File: src/rtl/sdc_wb_init_sequencer_if.sv
// Wishbone master bus between the init sequencer and the register slave.
//   master: drives adr/dat_o/sel/we/cyc/stb, receives dat_i/ack
//   slave : the mirror image
interface sdc_wb_init_sequencer_if #(
    parameter int unsigned ADDR_W = 8,
    parameter int unsigned DATA_W = 32
);
    localparam int unsigned SEL_W = DATA_W / 8;

    logic [ADDR_W-1:0] wb_adr_o;
    logic [DATA_W-1:0] wb_dat_o;
    logic [SEL_W-1:0]  wb_sel_o;
    logic              wb_we_o;
    logic              wb_cyc_o;
    logic              wb_stb_o;
    logic [DATA_W-1:0] wb_dat_i;
    logic              wb_ack_i;

    modport master (
        output wb_adr_o, wb_dat_o, wb_sel_o, wb_we_o, wb_cyc_o, wb_stb_o,
        input  wb_dat_i, wb_ack_i
    );

    modport slave (
        input  wb_adr_o, wb_dat_o, wb_sel_o, wb_we_o, wb_cyc_o, wb_stb_o,
        output wb_dat_i, wb_ack_i
    );
endinterface

File: src/rtl/sdc_wb_init_sequencer.sv
// Walks an external register-init table and writes each entry over Wishbone,
// optionally reading it back under a mask with bounded rewrites.
//   clk, reset_n          : clock, async active-low reset
//   start, abort          : launch / cancel a sequence
//   tbl_idx -> tbl_*      : index into an external combinational table
//   wb (master)           : Wishbone bus
//   busy, done, fail      : sequence status; fail_code/fail_idx explain a failure
//   rd_data               : last readback value
module sdc_wb_init_sequencer #(
    parameter int unsigned ADDR_W      = 8,
    parameter int unsigned DATA_W      = 32,
    parameter int unsigned NUM_ENTRIES = 12,
    parameter int unsigned IDX_W       = 4,
    parameter int unsigned VERIFY_EN   = 1,
    parameter int unsigned RETRY_MAX   = 2,
    parameter int unsigned ACK_TIMEOUT = 1023
) (
    input  logic                  clk,
    input  logic                  reset_n,
    input  logic                  start,
    input  logic                  abort,
    output logic [IDX_W-1:0]      tbl_idx,
    input  logic [ADDR_W-1:0]     tbl_adr,
    input  logic [DATA_W-1:0]     tbl_dat,
    input  logic [DATA_W/8-1:0]   tbl_sel,
    input  logic [DATA_W-1:0]     tbl_mask,
    input  logic                  tbl_last,
    sdc_wb_init_sequencer_if.master wb,
    output logic                  busy,
    output logic                  done,
    output logic                  fail,
    output logic [1:0]            fail_code,
    output logic [IDX_W-1:0]      fail_idx,
    output logic [DATA_W-1:0]     rd_data
);
    localparam int unsigned SEL_W = DATA_W / 8;
    localparam int unsigned TMR_W = $clog2(ACK_TIMEOUT + 1);
    localparam int unsigned RTY_W = $clog2(RETRY_MAX + 2);

    localparam logic [1:0] FC_NONE    = 2'd0;
    localparam logic [1:0] FC_TIMEOUT = 2'd1;
    localparam logic [1:0] FC_VERIFY  = 2'd2;
    localparam logic [1:0] FC_ABORT   = 2'd3;

    typedef enum logic [2:0] {
        S_IDLE, S_LOAD, S_WR, S_RD, S_NEXT, S_DONE, S_FAIL
    } state_t;

    state_t             state_q, state_d;
    logic [IDX_W-1:0]   idx_q, idx_d;
    logic [RTY_W-1:0]   retry_q, retry_d;
    logic [TMR_W-1:0]   timer_q, timer_d;
    logic [ADDR_W-1:0]  adr_q, adr_d;
    logic [DATA_W-1:0]  dat_q, dat_d;
    logic [SEL_W-1:0]   sel_q, sel_d;
    logic [DATA_W-1:0]  mask_q, mask_d;
    logic               last_q, last_d;
    logic               cyc_q, cyc_d, stb_q, stb_d, we_q, we_d;
    logic               busy_q, busy_d, done_q, done_d, fail_q, fail_d;
    logic [1:0]         code_q, code_d;
    logic [IDX_W-1:0]   fidx_q, fidx_d;
    logic [DATA_W-1:0]  rd_q, rd_d;

    logic               active, timeout, verify_ok, go_fail;
    logic [1:0]         go_code;

    // State and all registered outputs
    always_ff @(posedge clk or negedge reset_n) begin
        if (!reset_n) begin
            state_q <= S_IDLE;
            idx_q   <= '0;
            retry_q <= '0;
            timer_q <= '0;
            adr_q   <= '0;
            dat_q   <= '0;
            sel_q   <= '0;
            mask_q  <= '0;
            last_q  <= 1'b0;
            cyc_q   <= 1'b0;
            stb_q   <= 1'b0;
            we_q    <= 1'b0;
            busy_q  <= 1'b0;
            done_q  <= 1'b0;
            fail_q  <= 1'b0;
            code_q  <= FC_NONE;
            fidx_q  <= '0;
            rd_q    <= '0;
        end else begin
            state_q <= state_d;
            idx_q   <= idx_d;
            retry_q <= retry_d;
            timer_q <= timer_d;
            adr_q   <= adr_d;
            dat_q   <= dat_d;
            sel_q   <= sel_d;
            mask_q  <= mask_d;
            last_q  <= last_d;
            cyc_q   <= cyc_d;
            stb_q   <= stb_d;
            we_q    <= we_d;
            busy_q  <= busy_d;
            done_q  <= done_d;
            fail_q  <= fail_d;
            code_q  <= code_d;
            fidx_q  <= fidx_d;
            rd_q    <= rd_d;
        end
    end

    // Next-state and next-output logic
    always_comb begin
        state_d = state_q;
        idx_d   = idx_q;
        retry_d = retry_q;
        timer_d = stb_q ? timer_q + TMR_W'(1) : timer_q;
        adr_d   = adr_q;
        dat_d   = dat_q;
        sel_d   = sel_q;
        mask_d  = mask_q;
        last_d  = last_q;
        cyc_d   = cyc_q;
        stb_d   = stb_q;
        we_d    = we_q;
        busy_d  = busy_q;
        done_d  = done_q;
        fail_d  = fail_q;
        code_d  = code_q;
        fidx_d  = fidx_q;
        rd_d    = rd_q;
        go_fail = 1'b0;
        go_code = FC_NONE;

        active    = (state_q == S_LOAD) || (state_q == S_WR) ||
                    (state_q == S_RD)   || (state_q == S_NEXT);
        timeout   = stb_q && (timer_q == TMR_W'(ACK_TIMEOUT - 1));
        verify_ok = (wb.wb_dat_i & mask_q) == (dat_q & mask_q);

        if (active && abort) begin
            go_fail = 1'b1;
            go_code = FC_ABORT;
        end else begin
            unique case (state_q)
                S_IDLE, S_DONE, S_FAIL: begin
                    if (start) begin
                        idx_d   = '0;
                        retry_d = '0;
                        done_d  = 1'b0;
                        fail_d  = 1'b0;
                        code_d  = FC_NONE;
                        busy_d  = 1'b1;
                        state_d = S_LOAD;
                    end
                end
                // Latch the entry and launch the write on the same edge
                S_LOAD: begin
                    adr_d   = tbl_adr;
                    dat_d   = tbl_dat;
                    sel_d   = tbl_sel;
                    mask_d  = tbl_mask;
                    last_d  = tbl_last;
                    cyc_d   = 1'b1;
                    stb_d   = 1'b1;
                    we_d    = 1'b1;
                    timer_d = '0;
                    state_d = S_WR;
                end
                // stb low here only on a rewrite, which follows a read
                S_WR: begin
                    if (!stb_q) begin
                        cyc_d   = 1'b1;
                        stb_d   = 1'b1;
                        we_d    = 1'b1;
                        timer_d = '0;
                    end else if (wb.wb_ack_i) begin
                        cyc_d   = 1'b0;
                        stb_d   = 1'b0;
                        we_d    = 1'b0;
                        state_d = ((VERIFY_EN != 0) && (mask_q != '0)) ? S_RD : S_NEXT;
                    end else if (timeout) begin
                        go_fail = 1'b1;
                        go_code = FC_TIMEOUT;
                    end
                end
                // Entered with stb low, giving an idle cycle before the read
                S_RD: begin
                    if (!stb_q) begin
                        cyc_d   = 1'b1;
                        stb_d   = 1'b1;
                        we_d    = 1'b0;
                        timer_d = '0;
                    end else if (wb.wb_ack_i) begin
                        rd_d  = wb.wb_dat_i;
                        cyc_d = 1'b0;
                        stb_d = 1'b0;
                        if (verify_ok) begin
                            state_d = S_NEXT;
                        end else if (retry_q < RTY_W'(RETRY_MAX)) begin
                            retry_d = retry_q + RTY_W'(1);
                            state_d = S_WR;
                        end else begin
                            go_fail = 1'b1;
                            go_code = FC_VERIFY;
                        end
                    end else if (timeout) begin
                        go_fail = 1'b1;
                        go_code = FC_TIMEOUT;
                    end
                end
                S_NEXT: begin
                    if (last_q || (idx_q == IDX_W'(NUM_ENTRIES - 1))) begin
                        busy_d  = 1'b0;
                        done_d  = 1'b1;
                        state_d = S_DONE;
                    end else begin
                        idx_d   = idx_q + IDX_W'(1);
                        retry_d = '0;
                        state_d = S_LOAD;
                    end
                end
                default: state_d = S_IDLE;
            endcase
        end

        // Common failure exit: release the bus and record where it happened
        if (go_fail) begin
            cyc_d   = 1'b0;
            stb_d   = 1'b0;
            we_d    = 1'b0;
            busy_d  = 1'b0;
            fail_d  = 1'b1;
            code_d  = go_code;
            fidx_d  = idx_q;
            state_d = S_FAIL;
        end
    end

    assign wb.wb_adr_o = adr_q;
    assign wb.wb_dat_o = dat_q;
    assign wb.wb_sel_o = sel_q;
    assign wb.wb_we_o  = we_q;
    assign wb.wb_cyc_o = cyc_q;
    assign wb.wb_stb_o = stb_q;

    assign tbl_idx   = idx_q;
    assign busy      = busy_q;
    assign done      = done_q;
    assign fail      = fail_q;
    assign fail_code = code_q;
    assign fail_idx  = fidx_q;
    assign rd_data   = rd_q;
endmodule

File: src/flat_wrapper.sv
// flat-port wrapper written by rule: the top's interface ports become plain ports
module sdc_wb_init_sequencer_flat 
#(
    parameter int unsigned ADDR_W      = 8,
    parameter int unsigned DATA_W      = 32,
    parameter int unsigned NUM_ENTRIES = 12,
    parameter int unsigned IDX_W       = 4,
    parameter int unsigned VERIFY_EN   = 1,
    parameter int unsigned RETRY_MAX   = 2,
    parameter int unsigned ACK_TIMEOUT = 1023
)
  (clk, reset_n, start, abort, tbl_idx, tbl_adr, tbl_dat, tbl_sel, tbl_mask, tbl_last, busy, done, fail, fail_code, fail_idx, rd_data, wb_wb_adr_o, wb_wb_dat_o, wb_wb_sel_o, wb_wb_we_o, wb_wb_cyc_o, wb_wb_stb_o, wb_wb_dat_i, wb_wb_ack_i);
  sdc_wb_init_sequencer_if #(.ADDR_W(ADDR_W), .DATA_W(DATA_W)) wb_i ();
  input  logic clk;
  input  logic reset_n;
  input  logic start;
  input  logic abort;
  output logic [IDX_W-1:0] tbl_idx;
  input  logic [ADDR_W-1:0] tbl_adr;
  input  logic [DATA_W-1:0] tbl_dat;
  input  logic [DATA_W/8-1:0] tbl_sel;
  input  logic [DATA_W-1:0] tbl_mask;
  input  logic tbl_last;
  output logic busy;
  output logic done;
  output logic fail;
  output logic [1:0] fail_code;
  output logic [IDX_W-1:0] fail_idx;
  output logic [DATA_W-1:0] rd_data;
  output wire logic [$bits(wb_i.wb_adr_o)-1:0] wb_wb_adr_o;
  output wire logic [$bits(wb_i.wb_dat_o)-1:0] wb_wb_dat_o;
  output wire logic [$bits(wb_i.wb_sel_o)-1:0] wb_wb_sel_o;
  output wire logic [$bits(wb_i.wb_we_o)-1:0] wb_wb_we_o;
  output wire logic [$bits(wb_i.wb_cyc_o)-1:0] wb_wb_cyc_o;
  output wire logic [$bits(wb_i.wb_stb_o)-1:0] wb_wb_stb_o;
  input wire logic [$bits(wb_i.wb_dat_i)-1:0] wb_wb_dat_i;
  input wire logic [$bits(wb_i.wb_ack_i)-1:0] wb_wb_ack_i;
  assign wb_wb_adr_o = wb_i.wb_adr_o;
  assign wb_wb_dat_o = wb_i.wb_dat_o;
  assign wb_wb_sel_o = wb_i.wb_sel_o;
  assign wb_wb_we_o = wb_i.wb_we_o;
  assign wb_wb_cyc_o = wb_i.wb_cyc_o;
  assign wb_wb_stb_o = wb_i.wb_stb_o;
  assign wb_i.wb_dat_i = wb_wb_dat_i;
  assign wb_i.wb_ack_i = wb_wb_ack_i;
  sdc_wb_init_sequencer #(.ADDR_W(ADDR_W), .DATA_W(DATA_W), .NUM_ENTRIES(NUM_ENTRIES), .IDX_W(IDX_W), .VERIFY_EN(VERIFY_EN), .RETRY_MAX(RETRY_MAX), .ACK_TIMEOUT(ACK_TIMEOUT)) u_core (.clk(clk), .reset_n(reset_n), .start(start), .abort(abort), .tbl_idx(tbl_idx), .tbl_adr(tbl_adr), .tbl_dat(tbl_dat), .tbl_sel(tbl_sel), .tbl_mask(tbl_mask), .tbl_last(tbl_last), .wb(wb_i), .busy(busy), .done(done), .fail(fail), .fail_code(fail_code), .fail_idx(fail_idx), .rd_data(rd_data));
endmodule
File: config.mk
export PLATFORM = sky130hd
export DESIGN_NAME = sdc_wb_init_sequencer_flat
export DESIGN_NICKNAME = d
export VERILOG_FILES = /design/src/rtl/sdc_wb_init_sequencer_if.sv /design/src/rtl/sdc_wb_init_sequencer.sv /design/src/flat_wrapper.sv
export SDC_FILE = /design/constraint.sdc
export NUM_CORES = 1
export LEC_CHECK = 0
export BUFFER_PORTS_ARGS = -buffer_cell sky130_fd_sc_hd__clkbuf_2
export CAP_MARGIN = 20
export CELL_PAD_IN_SITES_DETAIL_PLACEMENT = 1
export CELL_PAD_IN_SITES_GLOBAL_PLACEMENT = 1
export CORE_MARGIN = 2
export CORE_UTILIZATION = 41
export CTS_BUF_LIST = sky130_fd_sc_hd__clkbuf_8
export DETAILED_ROUTE_END_ITERATION = 8
export GPL_TIMING_DRIVEN = 0
export PLACE_DENSITY = 0.86
export SYNTH_ARGS = -nofsm -noshare
export SYNTH_HDL_FRONTEND = slang
export SYNTH_SLANG_ARGS = --single-unit
File: constraint.sdc
create_clock -name clk -period 2.2 [get_ports clk]
set_clock_uncertainty 0.05 [all_clocks]
set_input_delay 0.44 -clock clk [delete_from_list [all_inputs] [get_ports clk]]
set_output_delay 0.44 -clock clk [all_outputs]
set_load 0.01 [all_outputs]
== Yosys cells after proc, flatten, opt, wreduce, memory -nomap -nowiden ==
Cells that the tools add are included.

* Register bits: 140
* Input port bits: 114
* Output and inout bits: 92
* Logic and storage cells: 152

* Add/subtract/negate cells: 3
* $lt $le $gt $ge: 1
* Eq/ne operators: 27
* Multiplexer cells: 72
* Bitwise operators: 3
* Reduce and logical (&&, ||, !) cells: 28

{| class="wikitable"
|+ Operators with widths
! kind !! count
|-
| 32-bit bitwise AND || 2
|-
| 3-bit 2-to-1 mux || 11
|-
| 32-bit == test || 1
|-
| 2-bit 2-to-1 mux || 16
|-
| 32-bit nonzero test || 1
|-
| 10-bit 2-to-1 mux || 3
|-
| 1-bit 2-to-1 mux || 29
|-
| 10-bit one-hot mux with 2 select lines || 1
|-
| 4-bit AND reduction || 5
|-
| 3-bit one-hot mux with 5 select lines || 1
|-
| 2-bit != test (second input constant) || 6
|-
| 3-bit by 2-bit != test with 1-bit output (second input constant) || 4
|-
| 10-bit by 1-bit adder with 10-bit output (second input constant) || 1
|-
| 10-bit == test (second input constant) || 1
|-
| 1-bit one-hot mux with 2 select lines || 5
|-
| 3-bit == test (second input constant) || 3
|-
| 3-bit nonzero test || 3
|-
| 4-bit 2-to-1 mux || 2
|-
| 4-bit != test (second input constant) || 2
|-
| 4-bit one-hot mux with 2 select lines || 1
|-
| 8-bit AND reduction || 1
|-
| 7-bit AND reduction || 1
|-
| 3-bit by 2-bit == test with 1-bit output (second input constant) || 2
|-
| 3-bit by 1-bit != test with 1-bit output (second input constant) || 2
|-
| other kinds (21) || 30
|}

== Logic depth before layout (Yosys ltp) ==
* Word-level depth: 9
* Depth in mapped cells: 7
* Depth with buffers taken out: 7

== Worst setup path before layout ==
No wires, ideal clock.

* Kind: register -> register
* Start: reg u_core.idx_q[0], in the netlist u_core.tbl_idx[0]
* End: reg u_core.state_q[2]
* Setup time: 0.120 ns
* Arrival time: 1.884 ns
* Required time: 2.030 ns
* Path slack: 0.146 ns
* Cell stages (with the launch flop): 8
* Path buffers: 0
* Period minus slack after synthesis: 2.054 ns
* Cell sequence: dfrtp_1 -> ha_1 -> and3b_1 -> or2_1 -> and2_1 -> a2111oi_0 -> nand2b_1 -> a31o_2

* Longest elaborated chain between the ends: 6

{| class="wikitable"
|+ RTL lines
! element !! line !! RTL
|-
| from (decl) || sdc_wb_init_sequencer.sv:50 || <nowiki>logic [IDX_W-1:0] idx_q, idx_d;</nowiki>
|-
| from (signal assigned) || sdc_wb_init_sequencer.sv:90 || <nowiki>idx_q <= idx_d;</nowiki>
|-
| 4-bit == test || sdc_wb_init_sequencer.sv:210 || <nowiki>if (last_q || (idx_q == IDX_W'(NUM_ENTRIES - 1))) begin</nowiki>
|-
| 1-bit logical OR || sdc_wb_init_sequencer.sv:210 ||
|-
| 3-bit 2-to-1 mux || sdc_wb_init_sequencer.sv:210 ||
|-
| 3-bit one-hot mux with 5 select lines || sdc_wb_init_sequencer.sv:142 || <nowiki>unique case (state_q)</nowiki>
|-
| 3-bit 2-to-1 mux || sdc_wb_init_sequencer.sv:138 || <nowiki>if (active && abort) begin</nowiki>
|-
| 3-bit 2-to-1 mux || sdc_wb_init_sequencer.sv:225 || <nowiki>if (go_fail) begin</nowiki>
|-
| to (signal assigned) || sdc_wb_init_sequencer.sv:89 || <nowiki>state_q <= state_d;</nowiki>
|-
| to (decl) || sdc_wb_init_sequencer.sv:49 || <nowiki>state_t state_q, state_d;</nowiki>
|}

Every way passes these cells. The select of a mux whose other input is x is not followed.
A chain may end at the register's enable or synchronous reset.

== Worst setup path in the final report ==
* Start: reg u_core.state_q[0]
* End: reg u_core.dat_q[14], in the netlist u_core.wb.wb_dat_o[14]

* Longest elaborated chain between the ends: 7
* Elaborated cells between the ends (all ways): 10
* Those cells by class: 4 x eq/ne; 1 x bitwise; 5 x reduce/logical

{| class="wikitable"
|+ RTL lines
! element !! line !! RTL
|-
| 3-bit by 1-bit == test with 1-bit output or 3-bit by 2-bit == test with 1-bit output (tied branches) || sdc_wb_init_sequencer.sv:133, sdc_wb_init_sequencer.sv:142 ||
|-
| 1-bit logical OR (2 in series) || sdc_wb_init_sequencer.sv:133 || <nowiki>active = (state_q == S_LOAD) || (state_q == S_WR) ||</nowiki>
|-
| 1-bit logical OR || sdc_wb_init_sequencer.sv:134 || <nowiki>(state_q == S_RD) || (state_q == S_NEXT);</nowiki>
|-
| 1-bit logical AND || sdc_wb_init_sequencer.sv:138 ||
|-
| 1-bit inverter (no line) || -- ||
|-
| 2-bit AND reduction (no line) (*) || -- ||
|-
| to (signal assigned) || sdc_wb_init_sequencer.sv:94 || <nowiki>dat_q <= dat_d;</nowiki>
|-
| to (decl) || sdc_wb_init_sequencer.sv:54 || <nowiki>logic [DATA_W-1:0] dat_q, dat_d;</nowiki>
|}

Every way passes the cells marked *; elsewhere a longest branch is shown, timed or not.

==> flow_metrics.env <==
export IMPL_wl_mm=19.24
export IMPL_synth_xor_area_share_pct=5.832
export IMPL_synth_top_area_share_pct=55.54
export IMPL_postSynthCellCount=470
export IMPL_slew_headroom_pct=53.39
export IMPL_num_rows=45
export IMPL_yosysUniqueCellTypes=56
export IMPL_grt_pass1_wl_mm=29.77
export IMPL_critical_path_class="reg2reg"
export IMPL_io_buffers=205
export IMPL_drtIter0Drc=182
export IMPL_rsz0062_at_grt="true"
export IMPL_grt_max_degree=90
export IMPL_antenna_cells=0
export IMPL_hold_class="in2reg"
export IMPL_intPower_w=0.007355
export IMPL_die_area_um2=16390
export IMPL_outcome="completed"
export IMPL_root_buffer="clkbuf_8"
export IMPL_switchingPower_w=0.004522
export IMPL_period_needed_ns=2.137
export IMPL_drtAntennaViolNets=0
export IMPL_seqPwrFrac_pct=40.2
export IMPL_synthAdderAreaFrac_pct=0.7935
export IMPL_clk_latency_ns=0.44
export IMPL_hold_viol=0
export IMPL_synth_area_top_cells="dfrtp_1 56%, mux2_2 19%, xor2_1 5.7%, a22oi_1 1.9%, nor2_1 1.0%"
export IMPL_viasPerCell=5.272
export IMPL_wire_per_inst_um=21.16
export IMPL_ir_drop_mv=0.6409
export IMPL_clock_fmax_mhz=467.8
export IMPL_initial_core_util_pct=41.80
export IMPL_syn_nets=588
export IMPL_dr_pass1_iters=4
export IMPL_pwr_density_cell_nw_per_um2=1442
export IMPL_synth_top_family_by_area="multiplexers"
export IMPL_muxShareOfSynthArea_pct=20.89
export IMPL_track_usage_pct=24.06
export IMPL_synthArstFlopShare_pct=100.0
export IMPL_grt_overflow_total=0
export IMPL_antenna_found_initial=0
export IMPL_synth_top_area_cell="dfrtp_1"
export IMPL_clock_sinks=140
export IMPL_cp_max_fo=10
export IMPL_core_area_um2=15090
export IMPL_total_leakage_power_nw=4.004
export IMPL_drive_gt1_share_pct=55.06
export IMPL_vias=4792
export IMPL_synthToLayoutAreaGrowth_pct=30.61
export IMPL_n_fill_cell=1647
export IMPL_synth_seq_area_share_pct=55.54
export IMPL_die_w_um=128.0
export IMPL_fin_hold_ws_ns=0.1738
export IMPL_crit_arrival_ns=2.41
export IMPL_htree_levels=4
export IMPL_start_kind="register"
export IMPL_cts_tree="yes"
export IMPL_critPathCaptureType="register"
export IMPL_final_nets=827
export IMPL_period_share_pct=97.16
export IMPL_cp_required_ns=2.48
export IMPL_yosys_warnings=0
export IMPL_gp_congestion=0.8522
export IMPL_synth_edf_count=0
export IMPL_maxCapViolCount=0
export IMPL_clock_path_buffers=2
export IMPL_grt_pass1_vias=5409
export IMPL_clk_pin_slew_ns=0.09
export IMPL_place_hpwl_mm=14.38
export IMPL_swShare_pct=38.08
export IMPL_finalSetupViolCount=0
export IMPL_cts_made_buffers=17
export IMPL_die_y_um=128.0
export IMPL_synth_seq_cells=140
export IMPL_syn_area_um2=6307
export IMPL_synth_compound_area_share_pct=6.943
export IMPL_synth_area_per_cell_um2=13.42
export IMPL_combinationalPowerShare_pct=41.2
export IMPL_yosys_area_share_simple_pct=7.955
export IMPL_drc=0
export IMPL_mostFrequentLayoutCells="204 x clkbuf_2, 138 x dfrtp_1, 108 x mux2_2"
export IMPL_io_pins=206
export IMPL_drv_slew=0
export IMPL_ys_flop_type="dfrtp_1"
export IMPL_clkPwrFrac_pct=18.6
export IMPL_worst_pin_slew_ns=0.6992
export IMPL_final_common_cell="clkbuf_2"
export IMPL_finalPower_w=0.01188
export IMPL_setup_tns_ns=0
power groups by stage:
| stage | Combinational [W] | Clock [W] | Sequential (W) |
|---|---|---|---|
| 5_1_grt | 0.00529 | 0.00236 | 0.00492 |
| 3_3_place_gp | 0.00442 | 0 | 0.00465 |
| 2_1_floorplan | 0.00252 | 0 | 0.00491 |
| 6_report | 0.00490 | 0.00221 | 0.00477 |
| 3_5_place_dp | 0.00466 | 0 | 0.00478 |
| 4_1_cts | 0.00480 | 0.00226 | 0.00476 |
metal layers:
layer	global-route usage [%]	vias to the layer above	routed length [um]
li1	-	2190	-
met1	25.49	2434	7093
met2	45.49	151	10680
met3	7.888	17	1203
met4	6.723	0	259
met5	0	-	0
cell usage after synthesis, drive strengths merged (2+ instances only):
cell and count:
a21oi 5, ha 4, nor3 6, a21boi 3, nor2 17, a31oi 2
nand4 8, o21ai 10, a311oi 2, a22oi 16, o211ai 3, buf 13
o22ai 3, dfrtp 140, nand2b 5, inv 4, nand2 15, or2 2
or3 2, nand3 9, a211oi 2, o21a 2, clkbuf 6, mux2i 3
mux2 113, and3 2, and2 3, nor4 10, xor2 41, o41ai 2
registers in the layout (all words and copies together) (netlist names), 4 cells and up:
register and cells:
u_core.fail_idx 4, u_core.rd_data 32, u_core.timer_q 10, u_core.wb.wb_sel_o 4, u_core.tbl_idx 4, u_core.mask_q 32, u_core.wb.wb_adr_o 8, u_core.wb.wb_dat_o 32
timing repair:
item                                    CTS  global route
hold endpoints to repair                 51             0
hold buffers                              1             0
gates cloned                              1             0
gates resized for setup                  10            17
endpoints found under the setup margin   72            71
buffers inserted                          6             6
pin swaps                                 4             7
final timing paths:
| path | from | endpoint | slack (ns) | cells past startpoint |
|---|---|---|---|---|
| min in group asynchronous | reset_n | u_core.wb.wb_dat_o[8] | 0.45 | 2 |
| max | u_core.state_q[0] | u_core.wb.wb_dat_o[14] | 0.06 | 7 |
| min reg2reg | u_core.done | u_core.done | 0.44 | 2 |
| max in group asynchronous | reset_n | u_core.tbl_idx[1] | 0.84 | 3 |
| min | tbl_dat[28] | u_core.wb.wb_dat_o[28] | 0.17 | 2 |
| max reg2reg | u_core.state_q[0] | u_core.wb.wb_dat_o[14] | 0.06 | 7 |
worst max-delay path, cell delays in order, from the launching register on:
cell and delay (ns):
dfrtp_1 0.34, clkbuf_4 0.22, clkinvlp_4 0.19, nor4_4 0.28, buf_4 0.18, buf_6 0.16
buf_4 0.23, mux2_2 0.36
through the flow:
step	instance area [um2]	setup slack [ns]	std cells	util [%]
finish	8238	0.06252	909	54.59
global route	8238	-0.03692	909	54.59
CTS	8134	0.007137	903	53.91
detailed placement	7605	-0.4055	864	50.40
global placement	7569	-1.546	863	50.16
floorplan	6307	0.1457	470	-
layout make-up:
type	count	area, um2	area share [%]
multi-input cells	308	2751	33.40
repair buffers	219	1166	14.16
clock buffers	19	261.5	3.174
flip-flops and latches	140	3506	42.56
inverters	4	18.77	0.2278
plain buffers	19	137.6	1.671
well taps	188	235.2	2.855
clock inverters	12	161.4	1.959
logic make-up (layout without fill, tap and decap cells):
logic type      after synthesis  after routing
flops                       140            140
buf+inv                      23            273
mux                         116            116
compound gates               59             60
simple gates                 86             86
fa+ha+maj                     4              4
xor+xnor                     42             42
No activity file was read; power rests on OpenSTA's default activity.
